### config.mk
export PLATFORM = sky130hd
export DESIGN_NAME = sync_fifo_fwft
export DESIGN_NICKNAME = d
export VERILOG_FILES = /design/src/rtl/fifo_pkg.sv /design/src/rtl/fifo_ram.sv /design/src/rtl/sync_fifo_fwft.sv
export SDC_FILE = /design/constraint.sdc
export NUM_CORES = 1
export LEC_CHECK = 0
export BUFFER_PORTS_ARGS = -buffer_cell sky130_fd_sc_hd__clkbuf_2
export CORE_UTILIZATION = 45
export CTS_BUF_LIST = sky130_fd_sc_hd__clkbuf_8 sky130_fd_sc_hd__clkbuf_16
export DETAILED_ROUTE_END_ITERATION = 10
export PLACE_DENSITY = 0.65
export SLEW_MARGIN = 20
export SYNTH_ARGS = -nofsm -noshare
export SYNTH_HDL_FRONTEND = slang
export SYNTH_SLANG_ARGS = --single-unit
### constraint.sdc
create_clock -name clk_i -period 3 [get_ports clk_i]
set_input_delay 0.75 -clock clk_i [delete_from_list [all_inputs] [get_ports clk_i]]
set_output_delay 0.75 -clock clk_i [all_outputs]
set_load 0.005 [all_outputs]
### src/rtl/fifo_pkg.sv
// Shared FIFO definitions: depth helper and read-mode selectors.
package fifo_pkg;

   localparam int FIFO_MODE_STD  = 0;
   localparam int FIFO_MODE_FWFT = 1;

   function automatic int fifo_depth(input int aw);
      return 1 << aw;
   endfunction

endpackage

### src/rtl/fifo_ram.sv
// Simple dual-port RAM, one clock, registered read port.
// Only the read register is reset so a cleared FIFO presents zero data.
module fifo_ram
   import fifo_pkg::*;
#(
   parameter int DW = 8,
   parameter int AW = 4
) (
   input  logic          clk_i,
   input  logic          rst_i,
   input  logic          we_i,
   input  logic [AW-1:0] waddr_i,
   input  logic [DW-1:0] wdata_i,
   input  logic          re_i,
   input  logic [AW-1:0] raddr_i,
   output logic [DW-1:0] rdata_o
);

   localparam int DEPTH = fifo_depth(AW);

   logic [DW-1:0] mem_q [DEPTH];
   logic [DW-1:0] rdata_q;

   always_ff @(posedge clk_i) begin
      if (we_i) mem_q[waddr_i] <= wdata_i;
   end

   always_ff @(posedge clk_i) begin
      if (rst_i)     rdata_q <= '0;
      else if (re_i) rdata_q <= mem_q[raddr_i];
   end

   assign rdata_o = rdata_q;

endmodule

### src/rtl/sync_fifo_fwft.sv
// Single-clock FIFO over a registered-read RAM with standard or
// first-word-fall-through read mode and registered status flags.
module sync_fifo_fwft
   import fifo_pkg::*;
#(
   parameter int DW     = 8,
   parameter int AW     = 4,
   parameter int FWFT   = 0,
   parameter int AF_LVL = fifo_depth(AW) - 2,
   parameter int AE_LVL = 2
) (
   input  logic          clk_i,
   input  logic          rst_i,
   input  logic          wr_en_i,
   input  logic [DW-1:0] din_i,
   input  logic          rd_en_i,
   output logic [DW-1:0] dout_o,
   output logic          full_o,
   output logic          empty_o,
   output logic          almost_full_o,
   output logic          almost_empty_o,
   output logic [AW:0]   count_o,
   output logic          overflow_o,
   output logic          underflow_o
);

   localparam logic [AW:0] DEPTH_W = (AW+1)'(fifo_depth(AW));
   localparam logic [AW:0] AF_W    = (AW+1)'(AF_LVL);
   localparam logic [AW:0] AE_W    = (AW+1)'(AE_LVL);

   logic [AW-1:0] wptr_q, rptr_q;
   logic [AW:0]   count_q, count_d;
   logic          full_q, af_q, ae_q, ovf_q, udf_q;
   logic          wr_acc, rd_acc, ram_re;
   logic [DW-1:0] ram_rdata;

   assign wr_acc = wr_en_i && !full_q && !rst_i;

   fifo_ram #(.DW(DW), .AW(AW)) u_ram (
      .clk_i   (clk_i),
      .rst_i   (rst_i),
      .we_i    (wr_acc),
      .waddr_i (wptr_q),
      .wdata_i (din_i),
      .re_i    (ram_re),
      .raddr_i (rptr_q),
      .rdata_o (ram_rdata)
   );

   generate
      if (FWFT == FIFO_MODE_FWFT) begin : g_fwft
         // RAM read register acts as a prefetch slot (mid) ahead of the
         // output stage, so pops can run at one word per cycle.
         logic          mid_vld_q, out_vld_q, out_load;
         logic [DW-1:0] dout_q;
         logic [AW:0]   ram_words;

         assign rd_acc    = rd_en_i && out_vld_q && !rst_i;
         assign out_load  = mid_vld_q && (!out_vld_q || rd_acc);
         assign ram_words = count_q - {{AW{1'b0}}, out_vld_q} - {{AW{1'b0}}, mid_vld_q};
         assign ram_re    = !rst_i && (ram_words != '0) && (!mid_vld_q || out_load);

         always_ff @(posedge clk_i) begin
            if (rst_i) begin
               mid_vld_q <= 1'b0;
               out_vld_q <= 1'b0;
               dout_q    <= '0;
            end else begin
               if (ram_re)        mid_vld_q <= 1'b1;
               else if (out_load) mid_vld_q <= 1'b0;
               if (out_load) begin
                  out_vld_q <= 1'b1;
                  dout_q    <= ram_rdata;
               end else if (rd_acc) begin
                  out_vld_q <= 1'b0;
               end
            end
         end

         assign dout_o  = dout_q;
         assign empty_o = !out_vld_q;
      end else begin : g_std
         logic empty_q;

         assign rd_acc = rd_en_i && !empty_q && !rst_i;
         assign ram_re = rd_acc;

         always_ff @(posedge clk_i) begin
            empty_q <= (count_d == '0);
         end

         assign dout_o  = ram_rdata;
         assign empty_o = empty_q;
      end
   endgenerate

   always_comb begin
      count_d = count_q;
      if (rst_i) begin
         count_d = '0;
      end else begin
         case ({wr_acc, rd_acc})
            2'b10:   count_d = count_q + (AW+1)'(1);
            2'b01:   count_d = count_q - (AW+1)'(1);
            default: count_d = count_q;
         endcase
      end
   end

   // Flags come from count_d so they line up with count_q every cycle.
   always_ff @(posedge clk_i) begin
      count_q <= count_d;
      full_q  <= (count_d == DEPTH_W);
      af_q    <= (count_d >= AF_W);
      ae_q    <= (count_d <= AE_W);
      if (rst_i) begin
         wptr_q <= '0;
         rptr_q <= '0;
         ovf_q  <= 1'b0;
         udf_q  <= 1'b0;
      end else begin
         if (wr_acc) wptr_q <= wptr_q + AW'(1);
         if (ram_re) rptr_q <= rptr_q + AW'(1);
         ovf_q <= wr_en_i && full_q;
         udf_q <= rd_en_i && !rd_acc;
      end
   end

   assign full_o         = full_q;
   assign almost_full_o  = af_q;
   assign almost_empty_o = ae_q;
   assign count_o        = count_q;
   assign overflow_o     = ovf_q;
   assign underflow_o    = udf_q;

endmodule
==> impl_results.md, run 1 <==
* Status: complete, no violations
* Final worst-path cycle share at 0.8723
* Primary FF master, synth: edfxtp_1
* Core box area at 13,350 µm²
* Antenna diodes at 0
* Fmax at between 0.3 and 0.4 GHz
* DRT antenna net count at 0
* Share of the synthesized area in the top cell type at 0.6189
* Vias per cell at 5.470
* Sink Count at 155
* Synth unique cells at 39
* Worst VDD drop at 0.3464 mV
* Final instance area at around 7000 µm²
* Initial antenna violation count at 0
* Total CTS buffers at 17
* # IOs at 31
* Syn_nets at 400
* Syn Inst Count at 380
* Syn_area_per_cell at 16.34 µm²
* Post-synth EDFFs at about 130
* Post-cts sizing count at 0
* Count leader, synth: edfxtp_1
* Share of layout cells above drive strength 1 at 0.2809
* Final core utilization at 0.5386
* Dpl hpwl at 7598 µm
* PwrDens at 625.3 nW/µm²
* Routability cong. at 0.7650
* Initial Util at 0.4653
* Worst skew pair latency at 0.42 ns
* Initial drt markers at 267
* Wire per inst at 19.05 µm
* Crit-path max FO at 4
* Net Sw Frac at 0.2124
* Die Height at 119.5 µm
* Cts hold-fix bufs at 0
* Final setup violation count at 0
* Grt total ovfl at 0
* First-pass GRT wire length at 18,790 µm
* Clk buf depth at 2
* Top cells by count, synth: edfxtp_1 (128), nor2_1 (31), dfxtp_1 (27), mux2_2 (22), mux4_2 (18)
* Total routing usage reported by global routing at 0.1830
* Die width at 119.5 µm
* # Max-Cap Violations at 0
* Worst path required time at 3.32 ns
* Normalized max-slew margin at 0.5009
* Via Count at 3,397
* Largest stage delay, worst path at ~0.35 ns
* Num rows at 42
* Min Tclk post-route at approximately 2.6 ns
* Die area at roughly 14,000 µm²
* Fill count at 1,103
* Type of the most critical hold path: reg -> reg
* Post-Route WL at 11,830 µm
* # DRC at 0
* Startpoint Class: input port
* Leakage at 0.002431 µW
* Placed Area at 6699 µm²
* Least-Margin Pin Slew at ~0.75 ns
* Post-CTS setup buffers at 0
* Switching pwr at 954.9 µW
* Worst-path clk slew at 0.06 ns
* Final slew viol count at 0
* Clock Tree Root: clkbuf_16
* Comb pwr share at 0.071
* Part of the power in registers at 0.533
* Critical-path cell list: clkbuf_2 -> nor2b_2 -> nor2b_4 -> inv_1 -> ha_1 -> xor2_1 -> ha_1 -> or3b_1 -> o2111ai_1 -> a21oi_1 -> xnor2_1 -> a21oi_1 -> a211oi_1
* Number of H-tree levels at 4
* CTS tree: built
* Clock Power Share at 0.396
* Total number of yosys warnings at 0
* Unrepaired setup endpoints after global routing: no
* Sequential-to-total area share from yosys stat at 0.7059
* Post-synth top area cell: edfxtp_1
* Worst Path Arrival at just under 3 ns
* Synth Register Bits at 155
* Cell internal pwr at 3541 µW
* Largest net degree at the start of global routing at 45
* Synth top area cells: edfxtp_1 (62%), dfxtp_1 (8.7%), mux4_2 (6.5%)
* Final nets at 454
* P&R area growth vs syn at 15.75%
* Port Buffer Count at 30
* Fraction of registers with async set/reset at 0
* Nature of the critical path endpoint: flop
* Critical path class: in -> reg
* Final hold vios at 0
* Slowest CP cell: or3b_1
* Netlist Area Pre-Place at 6211 µm²
* Drt first pass iters at 4
* Vias in the first global route at approximately 3,500
* Clk_skew at between 0.005 and 0.006 ns
[layer usage]
metal / track usage / share of wire / vias to the layer above
met5: 0 / 0 / -
met4: 0.09688 / 0.023 / 0
met3: 0.04358 / 0.037 / 18
met2: 0.2883 / 0.49 / 70
met1: 0.2351 / 0.45 / 1732
li1: - / - / 1577
[worst paths after layout]
| check | startpoint | end | slack [ns] | depth (start not counted) |
|---|---|---|---|---|
| setup / recovery | wr_en_i | almost_empty_o | 0.38 | 13 |
| hold / removal | full_o | overflow_o | 0.47 | 2 |
| setup reg to reg | full_o | almost_empty_o | 0.50 | 12 |
| hold reg to reg | full_o | overflow_o | 0.47 | 2 |
[final cells by class]
class | count | area, µm² | share of cell area
tap | 176 | 220.2 | 0.03063
clock inverter | 13 | 65.06 | 0.009050
timing repair buffer | 57 | 365.4 | 0.05082
multi-input combinational | 198 | 1709 | 0.2377
inverter | 5 | 18.77 | 0.002611
sequential | 155 | 4385 | 0.6100
clock buffer | 17 | 425.4 | 0.05917
[sequential cells by signal (all words and copies together) (netlist names), 4 cells and up]
name / cells
wptr_q: 4
u_ram.rdata_o: 8
rptr_q: 4
u_ram.mem_q: 128
count_o: 5
[worst max-delay path: cells and delay by family]
family,cells,cell delay [ns]
fa+ha+maj,2,0.42
compound gates,4,0.55
buf+inv,2,0.15
xor+xnor,2,0.41
simple gates,3,0.65
[power by group through the flow]
| stage | Clock [µW] | Combinational [µW] | Sequential, µW |
|---|---|---|---|
| floorplan | 0 | 231 | 2430 |
| global placement | 0 | 317 | 2440 |
| detailed placement | 0 | 323 | 2440 |
| CTS | 1820 | 325 | 2390 |
| global route | 1910 | 351 | 2400 |
| finish | 1780 | 320 | 2390 |
[cell families (layout without fill, tap and decap cells)]
logic type / after synthesis / count (layout) / share of synthesized area
flip-flops: 155 / 155 / 0.7059
AND/OR/NAND/NOR: 71 / 71 / 0.05399
multiplexers: 56 / 56 / 0.1309
AO/OA/AOI/OAI: 51 / 51 / 0.05560
buffers and inverters: 27 / 92 / 0.02055
XOR/XNOR: 12 / 12 / 0.01692
adder cells (fa/ha/maj): 8 / 8 / 0.01612
[layout by cell type (no fill, tap or decap), types with 2 or more instances in the layout]
master,synthesis,layout
a21oi_1,12,12
a221o_1,8,8
buf_4,4,26
clkbuf_16,0,17
clkbuf_2,0,30
clkinv_1,0,3
clkinv_2,0,6
dfxtp_1,27,26
edfxtp_1,128,128
ha_1,8,8
inv_1,5,7
mux2_2,22,22
mux2i_1,16,16
mux4_2,18,18
nand2_1,10,10
nand2b_1,4,4
nand3_1,2,2
nand4_1,2,2
nor2_1,31,31
nor2b_1,5,3
nor3_1,11,11
nor3b_1,2,2
o2111ai_1,2,2
o21ai_0,2,2
o21ai_1,7,7
o21bai_1,7,7
o22ai_1,7,7
xnor2_1,6,6
xor2_1,6,6
[stage by stage]
stage	TNS (ns)	instances	worst slack [ns]	power [µW]	hold slack, ns
5_1_grt	0	621	0.1415	4660	0.5071
2_1_floorplan	0	380	0.02435	2658	0.4492
3_3_place_gp	0	591	0.06957	2755	0.4685
4_1_cts	0	621	0.3729	4539	0.4794
6_report	0	621	0.3830	4496	0.4710
3_5_place_dp	-0.002046	591	-0.002046	2763	0.4655
(Power assumes the default switching activity.)
==> run 2, diff against run 1 <==
Settings changed: ABC_AREA from default to 1.
==> impl_results.md, run 2 <==
* Number of cells on the worst hold path at 2 (unchanged)
* Startpoint Class: input port (unchanged)
* Min Tclk post-route at 2.350 ns (was 2.617 ns)
* Status: complete, no violations (unchanged)
* # IOs at 31 (unchanged)
* Sequential-to-total area share from yosys stat at 0.6744 (was 0.7059)
* Fmax at 0.4255 GHz (was 0.3821 GHz)
* Leakage at 0.002902 µW (was 0.002431 µW)
* Initial antenna violation count at 0 (unchanged)
* Post-synth top area cell: edfxtp_1 (unchanged)
* Post-synth EDFFs at 128 (unchanged)
* Grt total ovfl at 0 (unchanged)
* Routability cong. at 0.8611 (was 0.7650)
* Worst path required time at 3.37 ns (was 3.32 ns)
* Fill count at 1,233 (was 1,103)
* Final slew viol count at 0 (unchanged)
* Commonest non-fill, non-tap cell in the layout: edfxtp_1 (unchanged)
* PwrDens at 733.2 nW/µm² (was 625.3 nW/µm²)
* Reg2Reg Setup Slack at 0.86 ns (was 0.50 ns)
* Vias per cell at 5.326 (was 5.470)
* Share of layout cells above drive strength 1 at 0.1379 (was 0.2809)
* Worst path most repeated cell: nand2_1
* Cts hold-fix bufs at 0 (unchanged)
* CTS tree: built (unchanged)
* # DRC at 0 (unchanged)
* Nature of the critical path endpoint: flop (unchanged)
* Synth unique cells at 27 (was 39)
* P&R area growth vs syn at 13.61% (was 15.75%)
* Worst Path Arrival at 2.72 ns (was 2.94 ns)
* Least-Margin Pin Slew at 0.8084 ns (was 0.7458 ns)
* Number of H-tree levels at 4 (unchanged)
* DRT antenna net count at 0 (unchanged)
* Worst-path clk slew at 0.05 ns (was 0.06 ns)
* Die Height at 122.2 µm (was 119.5 µm)
* First-pass GRT wire length at 22,760 µm (was 18,790 µm)
* Commonest non-fill, non-tap cells in the layout: edfxtp_1 (128), nor2_1 (121), nand2_1 (119) (was edfxtp_1 (128), nor2_1 (31), clkbuf_2 (30))
* Final setup violation count at 0 (unchanged)
* Critical path class: in -> reg (unchanged)
* Clk buf depth at 2 (unchanged)
* Largest net degree at the start of global routing at 67 (was 45)
* Final hold vios at 0 (unchanged)
* Hold path start: full_o (unchanged)
* Initial drt markers at 358 (was 267)
* Crit-path max FO at 11 (was 4)
* Core box area at 13,990 µm² (was 13,350 µm²)
* Wire per inst at 17.31 µm (was 19.05 µm)
* Critical-path cell list: clkbuf_2 -> nor3_1 -> ha_1 -> nand2_1 -> inv_1 -> nor2_4 -> ha_1 -> inv_1 -> nand2_1 -> nand2_1 -> nand2_1 -> nand2_1 -> nand2_1 -> nor2_1 -> nand3_1 -> nand2_1 (was clkbuf_2 -> nor2b_2 -> nor2b_4 -> inv_1 -> ha_1 -> xor2_1 -> ha_1 -> or3b_1 -> o2111ai_1 -> a21oi_1 -> xnor2_1 -> a21oi_1 -> a211oi_1)
* Port Buffer Count at 30 (unchanged)
* Post-cts sizing count at 0 (unchanged)
* Clock Tree Root: clkbuf_16 (unchanged)
* Largest stage delay, worst path at 0.36 ns (was 0.35 ns)
* Die area at 14,930 µm² (was 14,280 µm²)
* Netlist Area Pre-Place at 6501 µm² (was 6211 µm²)
* Antenna diodes at 0 (unchanged)
* Total number of yosys warnings at 0 (unchanged)
* Syn_nets at 634 (was 400)
* Fin Setup TNS at 0 ns (unchanged)
* Worst VDD drop at 0.4372 mV (was 0.3464 mV)
* Count leader, synth: edfxtp_1 (unchanged)
* Dpl hpwl at 9239 µm (was 7598 µm)
* Reg2Reg Depth at 15 (was 12)
* Worst r2r dst: almost_full_o (was almost_empty_o)
* Primary FF master, synth: edfxtp_1 (unchanged)
* Clk_skew at 0.007146 ns (was 0.005148 ns)
* Normalized max-slew margin at 0.4591 (was 0.5009)
* Drt first pass iters at 5 (was 4)
* Share of the synthesized area in the top cell type at 0.5912 (was 0.6189)
* Num rows at 43 (was 42)
* Die width at 122.2 µm (was 119.5 µm)
* Non-Filler Instances at 847 (was 621)
* Worst Hold Path EP: overflow_o (unchanged)
* Type of the most critical hold path: reg -> reg (unchanged)
* Syn Inst Count at 614 (was 380)
* WP buf/inv at 3 (was 2)
* DP Cell Count at 815 (was 591)
* Slowest CP cell: ha_1 (was or3b_1)
* Placed Area at 6818 µm² (was 6699 µm²)
* Sink Count at 155 (unchanged)
* Initial Util at 0.4648 (was 0.4653)
* Via Count at 4,511 (was 3,397)
* FF-to-FF Start: full_o (unchanged)
* # Max-Cap Violations at 0 (unchanged)
* Total routing usage reported by global routing at 0.2145 (was 0.1830)
* Unrepaired setup endpoints after global routing: no (unchanged)
* Largest Register: u_ram.mem_q (unchanged)
* Post-CTS setup buffers at 0 (unchanged)
* Top cells by count, synth: edfxtp_1 (128), nor2_1 (121), nand2_1 (119), nand3_1 (56), inv_1 (30) (was edfxtp_1 (128), nor2_1 (31), dfxtp_1 (27), mux2_2 (22), mux4_2 (18))
* Synth Register Bits at 155 (unchanged)
* Total CTS buffers at 17 (unchanged)
* Fraction of registers with async set/reset at 0 (unchanged)
* Final worst-path cycle share at 0.7835 (was 0.8723)
* Post-Route WL at 14,660 µm (was 11,830 µm)
* Final instance area at 7386 µm² (was 7189 µm²)
* CP top delay family: simple AND/OR/NAND/NOR gates (unchanged)
* Final nets at 674 (was 454)
* Worst skew pair latency at 0.43 ns (was 0.42 ns)
* Largest register FFs at 128 (unchanged)
* Vias in the first global route at 4,399 (was 3,495)
* Syn_area_per_cell at 10.59 µm² (was 16.34 µm²)
* Synth top area cells: edfxtp_1 (59%), dfxtp_1 (8.3%), nor2_1 (7.0%) (was edfxtp_1 (62%), dfxtp_1 (8.7%), mux4_2 (6.5%))
run 2: changes by cell type in the layout (fill, tap and decap cells not counted), moves of 8 or more:
| cell | previous run | this run |
|---|---|---|
| o21ai_1 | 7 | 29 |
| nor3_1 | 11 | 2 |
| nand2_1 | 10 | 119 |
| a221o_1 | 8 | 0 |
| inv_1 | 7 | 32 |
| o21ai_0 | 2 | 28 |
| mux2i_1 | 16 | 0 |
| mux2_2 | 22 | 0 |
| nand3_1 | 2 | 56 |
| nor2_1 | 31 | 121 |
| mux4_2 | 18 | 0 |
run 2: tightest hold or removal path: stages, from the launching register on:
cell and delay, ns:
dfxtp_1 0.34, nand2_1 0.06, nor2_1 0.03
run 2: area by class of cell:
class / count / area, µm² / area share
Inverter: 38 / 142.6 / 0.01931
Tap cell: 180 / 225.2 / 0.03049
Clock buffer: 21 / 491.7 / 0.06658
Timing Repair Buffer: 49 / 292.8 / 0.03964
Multi-Input combinational cell: 393 / 1772 / 0.2399
Clock inverter: 11 / 76.32 / 0.01033
Sequential cell: 155 / 4385 / 0.5938
run 2: cell families (layout without fill, tap and decap cells):
| group | count (synthesis) | after routing | share of synthesized area |
|---|---|---|---|
| buffers and inverters | 66 | 119 | 0.05312 |
| AOI/OAI and AO/OA | 76 | 76 | 0.06159 |
| adders and majority gates | 8 | 8 | 0.01540 |
| DFF | 155 | 155 | 0.6744 |
| and+or+nand+nor | 308 | 308 | 0.1942 |
| xor gates and xnor gates | 1 | 1 | 0.001347 |
run 2: power breakdown:
part / total (µW) / switching [µW] / internal, µW / leakage (µW)
sequential: 2480 / 55.5 / 2430 / 0.00138
clock: 2020 / 783 / 1230 / 0.000297
combinational: 917 / 620 / 297 / 0.00123
total: 5420 / 1460 / 3960 / 0.00290
run 2: how the worst max path moves through the flow:
stage	start	to	slack [ns]	cells past startpoint
3_5_place_dp	rst_i	full_o	0.28	14
6_report	rst_i	almost_full_o	0.65	16
5_1_grt	rst_i	almost_empty_o	0.42	16
2_1_floorplan	rst_i	full_o	0.40	14
3_3_place_gp	rst_i	full_o	0.35	14
4_1_cts	rst_i	almost_full_o	0.69	16
run 2: through the flow:
stage                     setup WS [ns]  utilization  total power [µW]  hold WS [ns]
after floorplan                  0.4043            -              3205        0.4392
after CTS                        0.6859       0.5280              5452        0.4717
after global routing             0.4208       0.5280              5669        0.4810
after detailed placement         0.2810       0.4874              3433        0.4648
after global placement           0.3469       0.4874              3414        0.4544
final                            0.6496       0.5280              5415        0.4744
run 2: layer usage:
layer  wire [µm]  GRT usage  share of wire  up-vias
li1            -          -              -     2168
met1        6135     0.2640           0.42     2160
met2        7367     0.3492           0.50      144
met3         704    0.05337          0.048       39
met4         454     0.1113          0.031        0
met5           0          0              0        -
==> run 3, diff against run 2 <==
Clock period 3 ns to 1.9 ns, I/O delays scaled along.
==> impl_results.md, run 3 (synthesized netlist as in run 2, its figures left out) <==
* Status: complete, no violations (unchanged)
* Core box area at 13,990 µm² (unchanged)
* Die width at 122.2 µm (unchanged)
* Min Tclk post-route at 1.787 ns
* Total CTS buffers at 17 (unchanged)
* Nature of the critical path endpoint: flop (unchanged)
* Final hold vios at 0 (unchanged)
* Worst Hold Path EP: overflow_o (unchanged)
* Worst-path clk slew at 0.05 ns (about the same)
* Grt total ovfl at 0 (unchanged)
* Normalized max-slew margin at 0.5998 (was 0.4591)
* Largest register FFs at 128 (unchanged)
* Fill count at 1,205 (was 1,233)
* Final worst-path cycle share at 0.9405
* Worst Path Arrival at 2.14 ns (was 2.72 ns)
* Commonest non-fill, non-tap cell in the layout: edfxtp_1 (unchanged)
* DRT antenna net count at 0 (unchanged)
* Worst r2r dst: full_o (was almost_full_o)
* Hold path start: wr_en_i (was full_o)
* Reg2Reg Setup Slack at 0.11 ns (was 0.86 ns)
* Wire per inst at 16.90 µm (was 17.31 µm)
* Type of the most critical hold path: in -> reg (was reg -> reg)
* Largest net degree at the start of global routing at 67 (unchanged)
* Number of cells on the worst hold path at 3 (was 2)
* # Max-Cap Violations at 0 (unchanged)
* Critical path class: reg -> reg (was in -> reg)
* Die Height at 122.2 µm (unchanged)
* Number of H-tree levels at 4 (unchanged)
* Least-Margin Pin Slew at 0.5966 ns (was 0.8084 ns)
* Antenna diodes at 0 (unchanged)
* Routability cong. at 0.8657 (was 0.8611)
* Worst VDD drop at 0.6825 mV (was 0.4372 mV)
* Commonest non-fill, non-tap cells in the layout: edfxtp_1 (128), nor2_1 (118), nand2_1 (115) (was edfxtp_1 (128), nor2_1 (121), nand2_1 (119))
* Drt first pass iters at 5 (unchanged)
* Final setup violation count at 0 (unchanged)
* Share of layout cells above drive strength 1 at 0.1747 (was 0.1379)
* Vias per cell at 5.235 (was 5.326)
* Die area at 14,930 µm² (unchanged)
* Initial Util at 0.4648 (unchanged)
* Clock Tree Root: clkbuf_16 (unchanged)
* Unrepaired setup endpoints after global routing: no (unchanged)
* Sink Count at 155 (unchanged)
* Worst path required time at 2.25 ns (was 3.37 ns)
* Vias in the first global route at 4,440 (was 4,399)
* PwrDens at 1112 nW/µm² (was 733.2 nW/µm²)
* FF-to-FF Start: empty_o (was full_o)
* # DRC at 0 (unchanged)
* Cts hold-fix bufs at 0 (unchanged)
* Worst skew pair latency at 0.42 ns (was 0.43 ns)
* Final nets at 694 (was 674)
* DP Cell Count at 834 (was 815)
* Clk_skew at 0.005992 ns (was 0.007146 ns)
* Fmax at 0.5596 GHz
* Clk buf depth at 2 (unchanged)
* Final instance area at 7577 µm² (was 7386 µm²)
* Area of the multi-input gates at 1841 µm² (was 1772 µm²)
* Placed Area at 7042 µm² (was 6818 µm²)
* Largest Register: u_ram.mem_q (unchanged)
* Non-Filler Instances at 867 (was 847)
* Startpoint Class: flop (was input port)
* # IOs at 31 (unchanged)
* Num rows at 43 (unchanged)
* Via Count at 4,539 (was 4,511)
* Initial antenna violation count at 0 (unchanged)
* Initial drt markers at 426 (was 358)
* First-pass GRT wire length at 23,450 µm (was 22,760 µm)
* P&R area growth vs syn at 16.55% (was 13.61%)
* Final slew viol count at 0 (unchanged)
* Crit-path max FO at 5 (was 11)
* CTS tree: built (unchanged)
* Port Buffer Count at 30 (unchanged)
* Register area at 4387 µm² (was 4385 µm²)
* Leakage at 0.003011 µW (was 0.002902 µW)
* Reg2Reg Depth at 10 (was 15)
* Post-Route WL at 14,650 µm (was 14,660 µm)
* Dpl hpwl at 9504 µm (was 9239 µm)
* Total routing usage reported by global routing at 0.2168 (was 0.2145)
==> run 3: cell count changes in the layout (fill, tap and decap cells not counted), sizes merged <==
cell,previous run,this run
clkinv,10,4
clkbuf,51,50
bufinv,1,0
buf,19,39
inv,38,46
==> run 3: layer usage <==
layer,vias to the layer above,wire length (µm),track usage
met3,25,756,0.04728
met2,127,7324,0.3676
met5,-,0,0
met1,2182,6230,0.2674
met4,0,340,0.09070
li1,2205,-,-
==> run 3: power breakdown <==
part           leakage, µW  switching, µW  internal (µW)
combinational      0.00134            986            574
sequential         0.00138            121           3830
clock             0.000292           1200           1720
==> run 3: how the worst max path moves through the flow <==
| stage | startpoint | endpoint | slack (ns) | cells past startpoint |
|---|---|---|---|---|
| 2_1_floorplan | rst_i | almost_empty_o | -0.09 | 14 |
| 4_1_cts | full_o | almost_full_o | 0.04 | 15 |
| 3_5_place_dp | wr_en_i | full_o | -0.21 | 16 |
| 5_1_grt | empty_o | almost_empty_o | 0.01 | 15 |
| 3_3_place_gp | rst_i | almost_empty_o | -0.14 | 14 |
| 6_report | empty_o | full_o | 0.11 | 10 |
==> run 3: what timing repair did <==
item                                    in CTS  in global routing
endpoints found under the setup margin       0                  6
setup buffers                                0                  1
resized for setup                            0                  5
==> run 3: layout make-up <==
cell class                 instances  area share
tap                              180     0.02972
clock buffer                      20     0.06159
timing repair buffer              69     0.06176
sequential                       155      0.5789
inverter                          38     0.01882
multi-input combinational        393      0.2429
clock inverter                    12    0.006275
==> run 3: through the flow <==
step                  util  power [µW]  setup TNS, ns  hold WS, ns  worst slack [ns]
floorplan                -        5107        -0.2751       0.4392          -0.08876
finish              0.5417        8427              0       0.2786            0.1130
detailed placement  0.5034        5571         -2.305       0.4644           -0.2106
global placement    0.5034        5538        -0.7891       0.4473           -0.1373
CTS                 0.5402        8482              0       0.2680           0.03949
global route        0.5417        8820              0       0.3072          0.009671
==> run 3: worst max-delay path: stages (launching register included) <==
cell     delay [ns]
dfxtp_1        0.38
nor3_4         0.06
buf_4          0.14
ha_1           0.32
inv_2          0.07
or2_2          0.27
nand3_1        0.13
nand2_1        0.07
a21oi_1        0.12
nand2_1        0.09
nor2_1         0.08
